**config.mk**
```make
export PLATFORM = sky130hd
export DESIGN_NAME = fetch_ctrl
export DESIGN_NICKNAME = d
export VERILOG_FILES = /design/src/rtl/cpu_pkg.sv /design/src/rtl/pc_reg.sv /design/src/rtl/fetch_ctrl.sv
export SDC_FILE = /design/constraint.sdc
export NUM_CORES = 1
export LEC_CHECK = 0
export CAP_MARGIN = 15
export CORE_MARGIN = 5
export CORE_UTILIZATION = 49
export DETAILED_ROUTE_END_ITERATION = 12
export PLACE_DENSITY = 0.86
export SLEW_MARGIN = 20
export SYNTH_ARGS = -nofsm -noshare
export SYNTH_HDL_FRONTEND = slang
export SYNTH_SLANG_ARGS = --single-unit
```
**constraint.sdc**
```tcl
create_clock -name clk -period 8.74 [get_ports clk]
set_input_delay 1.748 -clock clk [delete_from_list [all_inputs] [get_ports clk]]
set_output_delay 1.748 -clock clk [all_outputs]
set_load 0.01 [all_outputs]
```
**src/rtl/cpu_pkg.sv**
```systemverilog
// Shared CPU constants, fetch FSM state type and F/D register field layout.
package cpu_pkg;
  localparam int unsigned INSTR_W = 16;
  localparam int unsigned PC_W    = 16;
  localparam int unsigned FOUT_W  = PC_W + INSTR_W;

  localparam int unsigned FOUT_INSTR_LSB = 0;
  localparam int unsigned FOUT_PC_LSB    = INSTR_W;

  localparam logic [INSTR_W-1:0] NOP_ENC = 16'h0000;

  typedef enum logic [1:0] {
    FETCH,
    HOLD,
    DRAIN,
    HALTED
  } fetch_state_t;
endpackage

```
**src/rtl/pc_reg.sv**
```systemverilog
// Program counter register: redirect takes priority over sequential advance.
module pc_reg
  import cpu_pkg::*;
#(
  parameter logic [PC_W-1:0] RESET_PC = 16'h0000
) (
  input  logic            clk,
  input  logic            rst,
  input  logic            advance,
  input  logic            redirect,
  input  logic [PC_W-1:0] target,
  output logic [PC_W-1:0] pc,
  output logic [PC_W-1:0] pc_plus_2
);

  // Wraps modulo 2^16 by construction of the 16-bit add.
  assign pc_plus_2 = pc + PC_W'(2);

  always_ff @(posedge clk or posedge rst) begin
    if (rst) begin
      pc <= RESET_PC;
    end else if (redirect) begin
      pc <= target;
    end else if (advance) begin
      pc <= pc_plus_2;
    end
  end

endmodule

```
**src/rtl/fetch_ctrl.sv**
```systemverilog
// Instruction-fetch controller: owns the PC, handshakes with instruction memory
// and feeds {pc+2, instruction} to the F/D register, applying stall/flush/halt.
module fetch_ctrl
  import cpu_pkg::*;
#(
  parameter logic [PC_W-1:0]    RESET_PC  = 16'h0000,
  parameter logic [INSTR_W-1:0] NOP_INSTR = NOP_ENC
) (
  input  logic               clk,
  input  logic               rst_n,
  input  logic               stall,
  input  logic               flush,
  input  logic [PC_W-1:0]    branch_target,
  input  logic               halt,
  input  logic               imem_ack,
  input  logic [INSTR_W-1:0] imem_rdata,
  output logic               imem_req,
  output logic [PC_W-1:0]    imem_addr,
  output logic [PC_W-1:0]    pc,
  output logic               F_valid,
  output logic [FOUT_W-1:0]  F_out
);

  fetch_state_t         state;
  logic [INSTR_W-1:0]   hold_reg;
  logic [PC_W-1:0]      drain_addr;
  logic [PC_W-1:0]      pc_plus_2;
  logic [PC_W-1:0]      target;
  logic [INSTR_W-1:0]   instr;
  logic                 advance;
  logic                 redirect;

  assign target = branch_target & ~PC_W'(1);

  pc_reg #(
    .RESET_PC (RESET_PC)
  ) u_pc_reg (
    .clk       (clk),
    .rst       (rst_n),
    .advance   (advance),
    .redirect  (redirect),
    .target    (target),
    .pc        (pc),
    .pc_plus_2 (pc_plus_2)
  );

  // rst_n is active-high; the request is masked while reset is held.
  always_comb begin
    imem_req  = 1'b0;
    imem_addr = pc;
    F_valid   = 1'b0;
    instr     = NOP_INSTR;
    advance   = 1'b0;
    redirect  = flush && !halt && (state != HALTED);
    unique case (state)
      FETCH: begin
        imem_req = !rst_n;
        if (imem_ack && !flush && !halt && !rst_n) begin
          F_valid = 1'b1;
          instr   = imem_rdata;
          advance = !stall;
        end
      end
      HOLD: begin
        if (!flush && !halt) begin
          F_valid = 1'b1;
          instr   = hold_reg;
          advance = !stall;
        end
      end
      DRAIN: begin
        imem_req  = !rst_n;
        imem_addr = drain_addr;
      end
      default: ;
    endcase
    F_out = '0;
    F_out[FOUT_PC_LSB +: PC_W]       = pc_plus_2;
    F_out[FOUT_INSTR_LSB +: INSTR_W] = instr;
  end

  always_ff @(posedge clk or posedge rst_n) begin
    if (rst_n) begin
      state      <= FETCH;
      hold_reg   <= '0;
      drain_addr <= RESET_PC;
    end else if (halt) begin
      state <= HALTED;
    end else begin
      unique case (state)
        FETCH: begin
          if (flush) begin
            // Unacked request stays on the bus at the pre-redirect address.
            if (!imem_ack) begin
              state      <= DRAIN;
              drain_addr <= pc;
            end
          end else if (imem_ack && stall) begin
            state    <= HOLD;
            hold_reg <= imem_rdata;
          end
        end
        HOLD: begin
          if (flush || !stall) state <= FETCH;
        end
        DRAIN: begin
          if (imem_ack) state <= FETCH;
        end
        default: ;
      endcase
    end
  end

endmodule
```
# Yosys cells after proc, flatten, opt, wreduce, memory -nomap -nowiden

Index checks and enable logic that the tools add are counted.

Memory bits (read-only): 0
Flip-flop bits (word level): 50
Bits of input ports: 38
Logic and storage cells: 54
Bits in writable memories: 0
Latch bits: 0
Output and inout port bits: 66
Memories: 0

Shift-type cells: 0
Add/subtract/negate cells: 1
Mux-type cells: 20
$mul: 0
$lt $le $gt $ge: 0
Reductions and logical operators: 19
Bitwise operators: 3
Div/mod/pow operators: 0
Equality and inequality tests: 7

Operators by type and width:

| operator                                            | count |
|---|---|
| 2-to-1 mux 16 bit                                   | 5 |
| case mux 16 bit (2 select lines)                    | 1 |
| adder 16 x 2 -> 16 bit, second input constant       | 1 |
| 2-to-1 mux 2 bit                                    | 6 |
| != test 4 bit, second input constant                | 2 |
| AND reduction 4 bit                                 | 2 |
| logical AND 1 bit                                   | 7 |
| != test 3 bit, second input constant                | 2 |
| case mux 2 bit (3 select lines)                     | 1 |
| 2-to-1 mux 1 bit                                    | 5 |
| AND reduction 5 bit                                 | 1 |
| logical NOT 1 bit                                   | 4 |
| case mux 1 bit (2 select lines)                     | 2 |
| nonzero test 4 bit                                  | 1 |
| NOT 1 bit                                           | 3 |
| equality test 2 x 1 -> 1 bit, second input constant | 1 |
| equality test 2 bit, second input constant          | 1 |
| logical NOT 2 bit                                   | 1 |
| != test 2 bit, second input constant                | 1 |
| nonzero test 2 bit                                  | 1 |
| OR reduction 2 bit                                  | 1 |
| logical OR 1 bit                                    | 1 |

# Longest topological paths before layout

Gate-level depths: netlist (run 1).

Word-level depth: 8
Gate-level depth with buffers: 7

# By module

From an unflattened synthesis (run 1), not the netlist that was laid out.

Cell total of the unflattened synthesis: 280
Area, all modules: 3017.9 um2

By module, submodules not included:

| module     | area an instance (um2) | cells an instance | times used |
|---|---|---|---|
| fetch_ctrl | 1828.0                 | 140               | 1 |
| pc_reg     | 1189.9                 | 140               | 1 |

# Least setup slack after synthesis (run 1)

No wires, ideal clock.

Path type: input -> output
Start point: input port rst_n
End point: output port F_out[0]
Cell stages on the path: 5
Data required time: 6.992 ns
Arrival time: 3.720 ns
Path slack: 3.272 ns
Path through: inv_1 and4_1 clkbuf_1 buf_2 a22o_1

Cells in the longest elaborated chain, start to end: 4

RTL lines:

| item                             | line             | source |
|---|---|---|
| start, declared                  | fetch_ctrl.sv:10 | `input logic rst_n,` |
| logical NOT 1 bit (no line)      | --               |  |
| logical AND 1 bit                | fetch_ctrl.sv:58 | `if (imem_ack && !flush && !halt && !rst_n) begin` |
| 2-to-1 mux 16 bit                | fetch_ctrl.sv:58 |  |
| case mux 16 bit (2 select lines) | fetch_ctrl.sv:55 | `unique case (state)` |
| end, declared                    | fetch_ctrl.sv:21 | `output logic [FOUT_W-1:0] F_out` |

Every way passes these cells.

# Worst setup path after layout (run 1)

Start point: input port rst_n
End point: output port F_valid

Cells in the longest elaborated chain, start to end: 4

RTL lines:

| item                            | line             | source |
|---|---|---|
| logical NOT 1 bit (no line)     | --               |  |
| logical AND 1 bit               | fetch_ctrl.sv:58 |  |
| 2-to-1 mux 1 bit                | fetch_ctrl.sv:58 |  |
| case mux 1 bit (2 select lines) | fetch_ctrl.sv:55 |  |
| end, declared                   | fetch_ctrl.sv:20 | `output logic F_valid,` |

Every way passes these cells.

==> metrics.cfg, run 1 <==
[critical_path]
critPathCaptureType = output port
reg2reg_to = drain_addr[2]
startpoint = rst_n
regToRegStartpoint = state[0]
r2r_slack_ns = 6.50
r2r_cells = 6
worstPathArrival_ns = 4.40
critPathKind = primary input to output port
crit_end = F_valid
start_kind = primary input
cp.required_ns = 6.99
path_max_fanout = 49

[global_routing]
first_global_vias = 2478
grt_max_degree = 50
grt_usage_pct = 19.09
grt-ovfl-total = 0
antenna_found_initial = 0
grt_pass1_wl_um = 11770

[placed_design]
io_buffer_count = 99
gp_congestion = 0.7653
hpwl_um = 5139
preCtsSetupSlack_ns = 2.479

[sta]
fin_crit_sh_pct = 70.37
max_slew.worst_pin.slew_ns = 1.011
rsz0062_at_grt = false
min_period_ns = 6.151
timing.fmax_ghz = 0.1626
hold_viol_final = 0
setup_ws_ns = 2.589
finClkSkew_ns = 0.01066
setup_violations = 0
slew_headroom_pct = 32.28
maxSlewViolCount = 0
setup_tns_ns = 0

[power_and_ir_drop]
power_switching_uw = 345.6
power.density_nw_per_um2 = 244.4
p_leak_nw = 1.729
total_power_uw = 977.4
ir_worst_vdd_mv = 0.1698
power_frac_comb_pct = 48.9
swShare_pct = 35.36
p_seq_share_pct = 35.2
power.share.clock_pct = 15.9
cellInternalPower_uw = 631.9

[die]
core_area_um2 = 5851
start_util_pct = 49.72
num_rows = 28
die_area_um2 = 7578
die_h_um = 87.05
die_w_um = 87.05
ios = 104

[final_layout]
diodes = 0
postLayoutCoreUtil_pct = 68.37
n_fill_cell = 443
nets = 402
syn2layout_area_growth_pct = 37.51
largest_reg_flops = 16
layout-drive-gt1-share_pct = 18.33

[cts]
insertion_delay_ns = 0.29
cts_buffer_depth = 2
cts.sinks = 48
cts_made_buffers = 5
hold_buffers = 0
post_cts_buffers = 0
clk_pin_slew_ns = 0.08
ctsResizeCount = 0
root_buffer = clkbuf_8
h-tree-depth = 2
cts_tree = built

[detailed_routing]
drcViolationCount = 0
viasPerCell = 5.559
dr.pass1.iters = 4
antenna_left = 0
routed_wl_um = 7104
initialDrtViolationCount = 118
wl_per_cell_um = 16.33
routed-via-count = 2418

[run]
drv_cap = 0

[logic_synthesis]
synth-seq-cells = 48
async_flop_share_pct = 100.0
synthFlopType = dfrtp_1
synth_top_area_share_pct = 41.29
avgSynthCellArea_um2 = 10.77
synth_top_area_cell = dfrtp_1
yosys-top-cells-area = dfrtp_1 41%, mux2_2 17%, a22o_1 4.8%, xnor2_1 2.7%, buf_4 2.6%
synth_edf_count = 0
post-synth-top-count-cell = dfrtp_1
seq_area_frac_synth_pct = 41.29
synth_area_um2 = 2909
synthTopCellsByCount = 48 x dfrtp_1, 45 x mux2_2, 16 x a22o_1
netlist_instances = 270
yosysUniqueCellTypes = 54
synth_warnings = 0

[run_status]
status = complete, no violations

[worst_hold_path]
hold_class = flip-flop to flip-flop
hold-path-cell-count = 1

==> placed cells by master, fill, tap and decap left out, drive strengths merged, types with 5 or more instances in the layout <==
cell type,netlist,routed
ha,5,5
nor3,7,7
clkbuf,5,6
inv,10,9
nor4,5,5
a21oi,6,6
a22o,16,16
dfrtp,48,48
nand3,10,10
clkdlybuf4s50,0,99
mux2,46,46
o21ai,10,10
nor2,11,11
nand2,14,14
mux2i,6,6
and2,5,5
xnor2,9,9
==> kinds of logic (layout without fill, tap and decap cells) <==
logic type / Yosys count / in the layout / share of synthesized area (%)
xor+xnor: 13 / 13 / 3.914
compound gates: 50 / 50 / 12.39
mux: 52 / 52 / 20.00
buf+inv: 31 / 119 / 5.720
fa+ha+maj: 5 / 5 / 2.151
other cells: 1 / 3 / 0.1289
flops: 48 / 48 / 41.29
simple gates: 70 / 70 / 14.41
==> worst max-delay path, cell delays in order <==
cell and delay, ns:
clkdlybuf4s50_1 0.51, clkinv_2 0.66, and4_1 0.63, or2_2 0.36, clkdlybuf4s50_1 0.48
==> power groups by stage <==
stage,clock (mW),sequential (mW),combinational [mW]
after global placement,0,0.343,0.473
after floorplan,0,0.326,0.245
after CTS,0.158,0.343,0.484
final,0.155,0.344,0.478
after detailed placement,0,0.347,0.480
after global routing,0.172,0.354,0.514
==> through the flow <==
step                      instances  instance area [um2]  hold WS (ns)
after detailed placement        426                 3880        0.4921
after global routing            435                 4000        0.5209
after global placement          426                 3880        0.4833
after CTS                       434                 3988        0.5117
after floorplan                 272                 2917        0.4749
final                           435                 4000        0.5058
==> routing by layer <==
metal	vias to the layer above	global-route usage (%)	routed length, um
met5	-	0	0
li1	1154	-	-
met3	4	4.163	478
met2	78	31.95	3455
met1	1182	25.78	3144
met4	0	3.116	26
==> how the worst min path moves through the flow <==
stage	startpoint	slack (ns)	end
6_report	drain_addr[2]	0.51	drain_addr[2]
2_1_floorplan	drain_addr[10]	0.47	drain_addr[10]
3_5_place_dp	drain_addr[14]	0.49	drain_addr[14]
3_3_place_gp	drain_addr[3]	0.48	drain_addr[3]
5_1_grt	drain_addr[2]	0.52	drain_addr[2]
4_1_cts	drain_addr[2]	0.51	drain_addr[2]
==> cell type report <==
| cell class | instances | area (um2) | share of cell area [%] |
|---|---|---|---|
| tap | 75 | 93.84 | 2.346 |
| clock inverter | 2 | 35.03 | 0.8758 |
| sequential | 48 | 1201 | 30.03 |
| timing repair buffer | 101 | 1010 | 25.24 |
| multi-input combinational | 193 | 1549 | 38.72 |
| inverter | 10 | 38.79 | 0.9697 |
| clock buffer | 6 | 72.57 | 1.814 |
(Power assumes the default switching activity.)
==> run 2: changes to the inputs <==
CORE_UTILIZATION = 45   (was 49)
PLACE_DENSITY = 0.8   (was 0.86)
clock period = 5.66 ns   (was 8.74 ns; I/O delays follow)
==> metrics.cfg, run 2 (synthesized netlist as in run 1, its figures left out) <==
[run_status]
status = complete, no violations  ; unchanged

[die]
num_rows = 29  ; was 28
start_util_pct = 46.08  ; was 49.72%
die_h_um = 90.40  ; was 87.05 um
ios = 104  ; unchanged
core_area_um2 = 6314  ; was 5851 um2
die_area_um2 = 8172  ; was 7578 um2
die_w_um = 90.40  ; was 87.05 um

[power_and_ir_drop]
p_leak_nw = 1.734  ; was 1.729 nW
swShare_pct = 35.83  ; was 35.36%
p_seq_share_pct = 34.9  ; was 35.2%
power.density_nw_per_um2 = 379.3  ; was 244.4 nW/um2
power.share.clock_pct = 16.3  ; was 15.9%
ir_worst_vdd_mv = 0.2358  ; was 0.1698 mV
power_frac_comb_pct = 48.8  ; was 48.9%
cellInternalPower_uw = 975.8  ; was 631.9 uW
power_switching_uw = 544.8  ; was 345.6 uW

[worst_hold_path]
hold_class = flip-flop to flip-flop  ; unchanged
hold_start = drain_addr[6]  ; was drain_addr[2]
hold_end = drain_addr[6]  ; was drain_addr[2]
hold-path-cell-count = 1  ; unchanged

[critical_path]
path_buf_inv = 2  ; was 3
reg2reg_to = drain_addr[7]  ; was drain_addr[2]
crit_family = buffers and inverters  ; unchanged
cp_slowest_cell = and2_0  ; was clkinv_2
start_kind = primary input  ; unchanged
path_max_fanout = 17  ; was 49
regToRegStartpoint = state[0]  ; unchanged
critPathKind = primary input to output port  ; unchanged
r2r_cells = 6  ; unchanged
r2r_slack_ns = 3.41  ; was 6.50 ns
crit_chain = clkdlybuf4s50_1 > nor2_1 > and2_0 > a22o_1 > clkdlybuf4s50_1  ; was clkdlybuf4s50_1 > clkinv_2 > and4_1 > or2_2 > clkdlybuf4s50_1
slowest_delay_ns = 0.69  ; was 0.66 ns
crit_top_cell = clkdlybuf4s50_1  ; unchanged
critPathCaptureType = output port  ; unchanged
cp.required_ns = 4.53  ; was 6.99 ns
worstPathArrival_ns = 3.49  ; was 4.40 ns

[detailed_routing]
antenna_left = 0  ; unchanged
routed-via-count = 2419  ; was 2418
drcViolationCount = 0  ; unchanged
routed_wl_um = 7429  ; was 7104 um
initialDrtViolationCount = 91  ; was 118
dr.pass1.iters = 4  ; unchanged
wl_per_cell_um = 16.96  ; was 16.33 um
viasPerCell = 5.523  ; was 5.559

[final_layout]
seqCellArea_um2 = 1201  ; unchanged
postLayoutCoreUtil_pct = 63.50  ; was 68.37%
largest_reg_flops = 16  ; unchanged
multi_input_area_um2 = 1549  ; unchanged
layout_commonest_cell = clkdlybuf4s50_1  ; unchanged
layout-drive-gt1-share_pct = 18.56  ; was 18.33%
diodes = 0  ; unchanged
layout_common_cells = 99 x clkdlybuf4s50_1, 48 x dfrtp_1, 45 x mux2_2, 16 x a22o_1, 14 x nand2_1  ; unchanged
syn2layout_area_growth_pct = 37.81  ; was 37.51%
n_fill_cell = 538  ; was 443
nets = 403  ; was 402

[sta]
hold_viol_final = 0  ; unchanged
setup_tns_ns = 0  ; unchanged
max_slew.worst_pin.slew_ns = 0.9837  ; was 1.011 ns
maxSlewViolCount = 0  ; unchanged
rsz0062_at_grt = false  ; unchanged
finClkSkew_ns = 0.006036  ; was 0.01066 ns
timing.fmax_ghz = 0.2162
fin_crit_sh_pct = 81.71
setup_violations = 0  ; unchanged
slew_headroom_pct = 34.13  ; was 32.28%
min_period_ns = 4.625

[cts]
hold_buffers = 0  ; unchanged
h-tree-depth = 2  ; unchanged
cts_tree = built  ; unchanged
root_buffer = clkbuf_8  ; unchanged
ctsResizeCount = 0  ; unchanged
cts_made_buffers = 5  ; unchanged
post_cts_buffers = 0  ; unchanged
cts_buffer_depth = 2  ; unchanged
clk_pin_slew_ns = 0.09  ; was 0.08 ns
insertion_delay_ns = 0.31  ; was 0.29 ns
cts.sinks = 48  ; unchanged

[placed_design]
io_buffer_count = 99  ; unchanged
gp_congestion = 0.8250  ; was 0.7653
hpwl_um = 5402  ; was 5139 um

[global_routing]
grt_pass1_wl_um = 12320  ; was 11770 um
first_global_vias = 2435  ; was 2478
antenna_found_initial = 0  ; unchanged
grt_max_degree = 49  ; was 50
grt-ovfl-total = 0  ; unchanged
grt_usage_pct = 18.19  ; was 19.09%

[run]
drv_cap = 0  ; unchanged

-- run 2: changes by cell type in the layout (fill, tap and decap cells not counted), sizes merged --
| cell | delta |
|---|---|
| buf | +1 |
| clkinv | -1 |
| inv | +1 |
-- run 2: metrics by stage --
stage,power [mW],cell area (um2),setup slack (ns),std cells,hold slack [ns]
detailed placement,1.286,3890,1.019,429,0.4937
global placement,1.269,3890,1.051,429,0.4833
floorplan,0.8824,2917,1.424,272,0.4749
finish,1.521,4009,1.035,438,0.5092
global route,1.619,4009,0.8781,438,0.5234
CTS,1.539,3998,1.018,437,0.5137
-- run 2: worst register-to-register path: stages (launching register included) --
cell and delay (ns):
dfrtp_1 0.44, inv_1 0.10, ha_1 0.28, inv_1 0.12
nor4_4 0.60, buf_6 0.25, mux2_2 0.35
-- run 2: layout make-up --
cell class,count,share of cell area (%)
multi-input cells,193,38.64
flip-flops and latches,48,29.96
repair buffers,102,25.37
well taps,77,2.403
clock buffers,6,1.810
inverters,10,0.9363
clock inverters,2,0.8739
-- run 2: layer usage --
metal	global-route usage, %	vias up	routed length [um]
met1	23.67	1161	3116
met3	4.833	9	598
met2	29.45	96	3598
met5	0	-	0
li1	-	1153	-
met4	5.707	0	116
-- run 2: worst max path at each step --
| stage | startpoint | to | cells after the start |
|---|---|---|---|
| floorplan | rst_n | F_out[0] | 5 |
| global placement | halt | F_out[9] | 5 |
| detailed placement | halt | F_out[9] | 5 |
| CTS | halt | F_out[9] | 5 |
| global route | halt | F_out[4] | 5 |
| finish | halt | F_out[9] | 5 |
-- run 2: power by group through the flow --
stage	clock network (mW)	logic (mW)	registers, mW
3_3_place_gp	0	0.738	0.531
3_5_place_dp	0	0.750	0.536
6_report	0.248	0.742	0.530
4_1_cts	0.254	0.755	0.530
2_1_floorplan	0	0.379	0.504
5_1_grt	0.269	0.803	0.547
==> run 3: changes to the inputs <==
clock period = 4.7 ns   (was 5.66 ns; I/O delays follow)
==> metrics.cfg, run 3 (synthesized netlist as in run 1, its figures left out) <==
[critical_path]
slowest_delay_ns = 0.70  ; was 0.69 ns
start_kind = primary input  ; unchanged
path_max_fanout = 17  ; unchanged
r2r_cells = 6  ; unchanged
regToRegStartpoint = state[1]  ; was state[0]
crit_end = F_out[9]  ; unchanged
critPathCaptureType = output port  ; unchanged
r2r_slack_ns = 2.50  ; was 3.41 ns
startpoint = halt  ; unchanged
reg2reg_to = u_pc_reg.pc[12]  ; was drain_addr[7]
worstPathArrival_ns = 3.30  ; was 3.49 ns
critPathKind = primary input to output port  ; unchanged
cp.required_ns = 3.76  ; was 4.53 ns
crit_family = buffers and inverters  ; unchanged
cp.depth = 5  ; unchanged
path_buf_inv = 2  ; unchanged
crit_top_cell = clkdlybuf4s50_1  ; unchanged
cp_slowest_cell = and2_0  ; unchanged
crit_chain = clkdlybuf4s50_1 > nor2_1 > and2_0 > a22o_1 > clkdlybuf4s50_1  ; unchanged

[die]
start_util_pct = 46.08  ; unchanged
die_area_um2 = 8172  ; unchanged
num_rows = 29  ; unchanged
core_area_um2 = 6314  ; unchanged
die_w_um = 90.40  ; unchanged
ios = 104  ; unchanged
die_h_um = 90.40  ; unchanged

[cts]
ctsResizeCount = 0  ; unchanged
post_cts_buffers = 0  ; unchanged
clk_pin_slew_ns = 0.09  ; about the same
root_buffer = clkbuf_8  ; unchanged
hold_buffers = 0  ; unchanged
cts_tree = built  ; unchanged
cts_buffer_depth = 2  ; unchanged
cts.sinks = 48  ; unchanged
insertion_delay_ns = 0.30  ; was 0.31 ns
h-tree-depth = 2  ; unchanged
cts_made_buffers = 5  ; unchanged

[final_layout]
seqCellArea_um2 = 1201  ; unchanged
layout_common_cells = 99 x clkdlybuf4s50_1, 48 x dfrtp_1, 45 x mux2_2, 16 x a22o_1, 14 x nand2_1  ; unchanged
multi_input_area_um2 = 1549  ; unchanged
layout-drive-gt1-share_pct = 19.06  ; was 18.56%
n_fill_cell = 517  ; was 538
nets = 404  ; was 403
layout_commonest_cell = clkdlybuf4s50_1  ; unchanged
syn2layout_area_growth_pct = 38.32  ; was 37.81%
final_area_um2 = 4024  ; was 4009 um2
diodes = 0  ; unchanged
layout.cells.non_filler = 439  ; was 438
largest_reg_flops = 16  ; unchanged

[global_routing]
grt_pass1_wl_um = 11970  ; was 12320 um
grt_usage_pct = 17.46  ; was 18.19%
antenna_found_initial = 0  ; unchanged
grt.busiest_layer = met2  ; unchanged
globalRouteMet3Util_pct = 4.083  ; was 4.833%
grt-ovfl-total = 0  ; unchanged
grt_util_met1_pct = 23.24  ; was 23.67%
use_met2_pct = 29.21  ; was 29.45%
grt_max_degree = 49  ; unchanged
first_global_vias = 2362  ; was 2435

[power_and_ir_drop]
total_power_mw = 1.846  ; was 1.521 mW
ir_worst_vdd_mv = 0.2755  ; was 0.2358 mV
p_leak_nw = 1.739  ; was 1.734 nW
power.density_nw_per_um2 = 458.8  ; was 379.3 nW/um2

[sta]
rsz0062_at_grt = false  ; unchanged
max_slew.worst_pin.slew_ns = 0.9666  ; was 0.9837 ns
timing.fmax_ghz = 0.2360
fin_crit_sh_pct = 90.17
finClkSkew_ns = 0.006976  ; was 0.006036 ns
slew_headroom_pct = 35.56  ; was 34.13%
setup_violations = 0  ; unchanged
maxSlewViolCount = 0  ; unchanged
setup_tns_ns = 0  ; unchanged
hold_viol_final = 0  ; unchanged
min_period_ns = 4.238
whs_ns = 0.5112  ; was 0.5092 ns

[run]
drv_cap = 0  ; unchanged

[worst_hold_path]
hold_class = flip-flop to flip-flop  ; unchanged

[detailed_routing]
wl_per_cell_um = 16.73  ; was 16.96 um
routed-via-count = 2391  ; was 2419
dr.pass1.iters = 4  ; unchanged
viasPerCell = 5.446  ; was 5.523
routed_wl_um = 7343  ; was 7429 um
antenna_left = 0  ; unchanged
initialDrtViolationCount = 77  ; was 91
drcViolationCount = 0  ; unchanged

[placed_design]
gp_congestion = 0.8259  ; was 0.8250
io_buffer_count = 99  ; unchanged
hpwl_um = 5218  ; was 5402 um
place_area_um2 = 3897  ; was 3890 um2
dp_cells = 430  ; was 429

[run_status]
status = complete, no violations  ; unchanged

-- run 3: cell type report --
class	instances	area share, %
multi-input cells	193	38.50
flip-flops and latches	48	29.85
clock inverters	3	1.150
repair buffers	103	25.47
well taps	77	2.394
clock buffers	5	1.710
inverters	10	0.9328
-- run 3: worst min-delay path by stage --
stage | startpoint | to | slack (ns) | cells past startpoint
3_5_place_dp | drain_addr[5] | drain_addr[5] | 0.49 | 1
2_1_floorplan | drain_addr[10] | drain_addr[10] | 0.47 | 1
5_1_grt | drain_addr[6] | drain_addr[6] | 0.53 | 1
4_1_cts | hold_reg[4] | hold_reg[4] | 0.51 | 1
3_3_place_gp | drain_addr[7] | drain_addr[7] | 0.48 | 1
6_report | hold_reg[13] | hold_reg[13] | 0.51 | 1
-- run 3: per-stage QoR --
stage	setup WS (ns)	util, %
floorplan	0.8481	-
global placement	0.4743	61.73
detailed placement	0.4710	61.73
CTS	0.4691	63.56
global route	0.2933	63.73
finish	0.4622	63.73
-- run 3: where the power goes --
| part | switching, mW | leakage [nW] | internal, mW |
|---|---|---|---|
| combinational | 0.373 | 1.06 | 0.526 |
| sequential | 0.147 | 0.624 | 0.493 |
| clock | 0.147 | 0.0548 | 0.160 |
-- run 3: metal layers --
| layer | up-vias | wire [um] | share of wire, % |
|---|---|---|---|
| li1 | 1161 | - | - |
| met1 | 1143 | 3390 | 46 |
| met2 | 80 | 3493 | 48 |
| met3 | 7 | 393 | 5.4 |
| met4 | 0 | 65 | 0.89 |
| met5 | - | 0 | 0 |
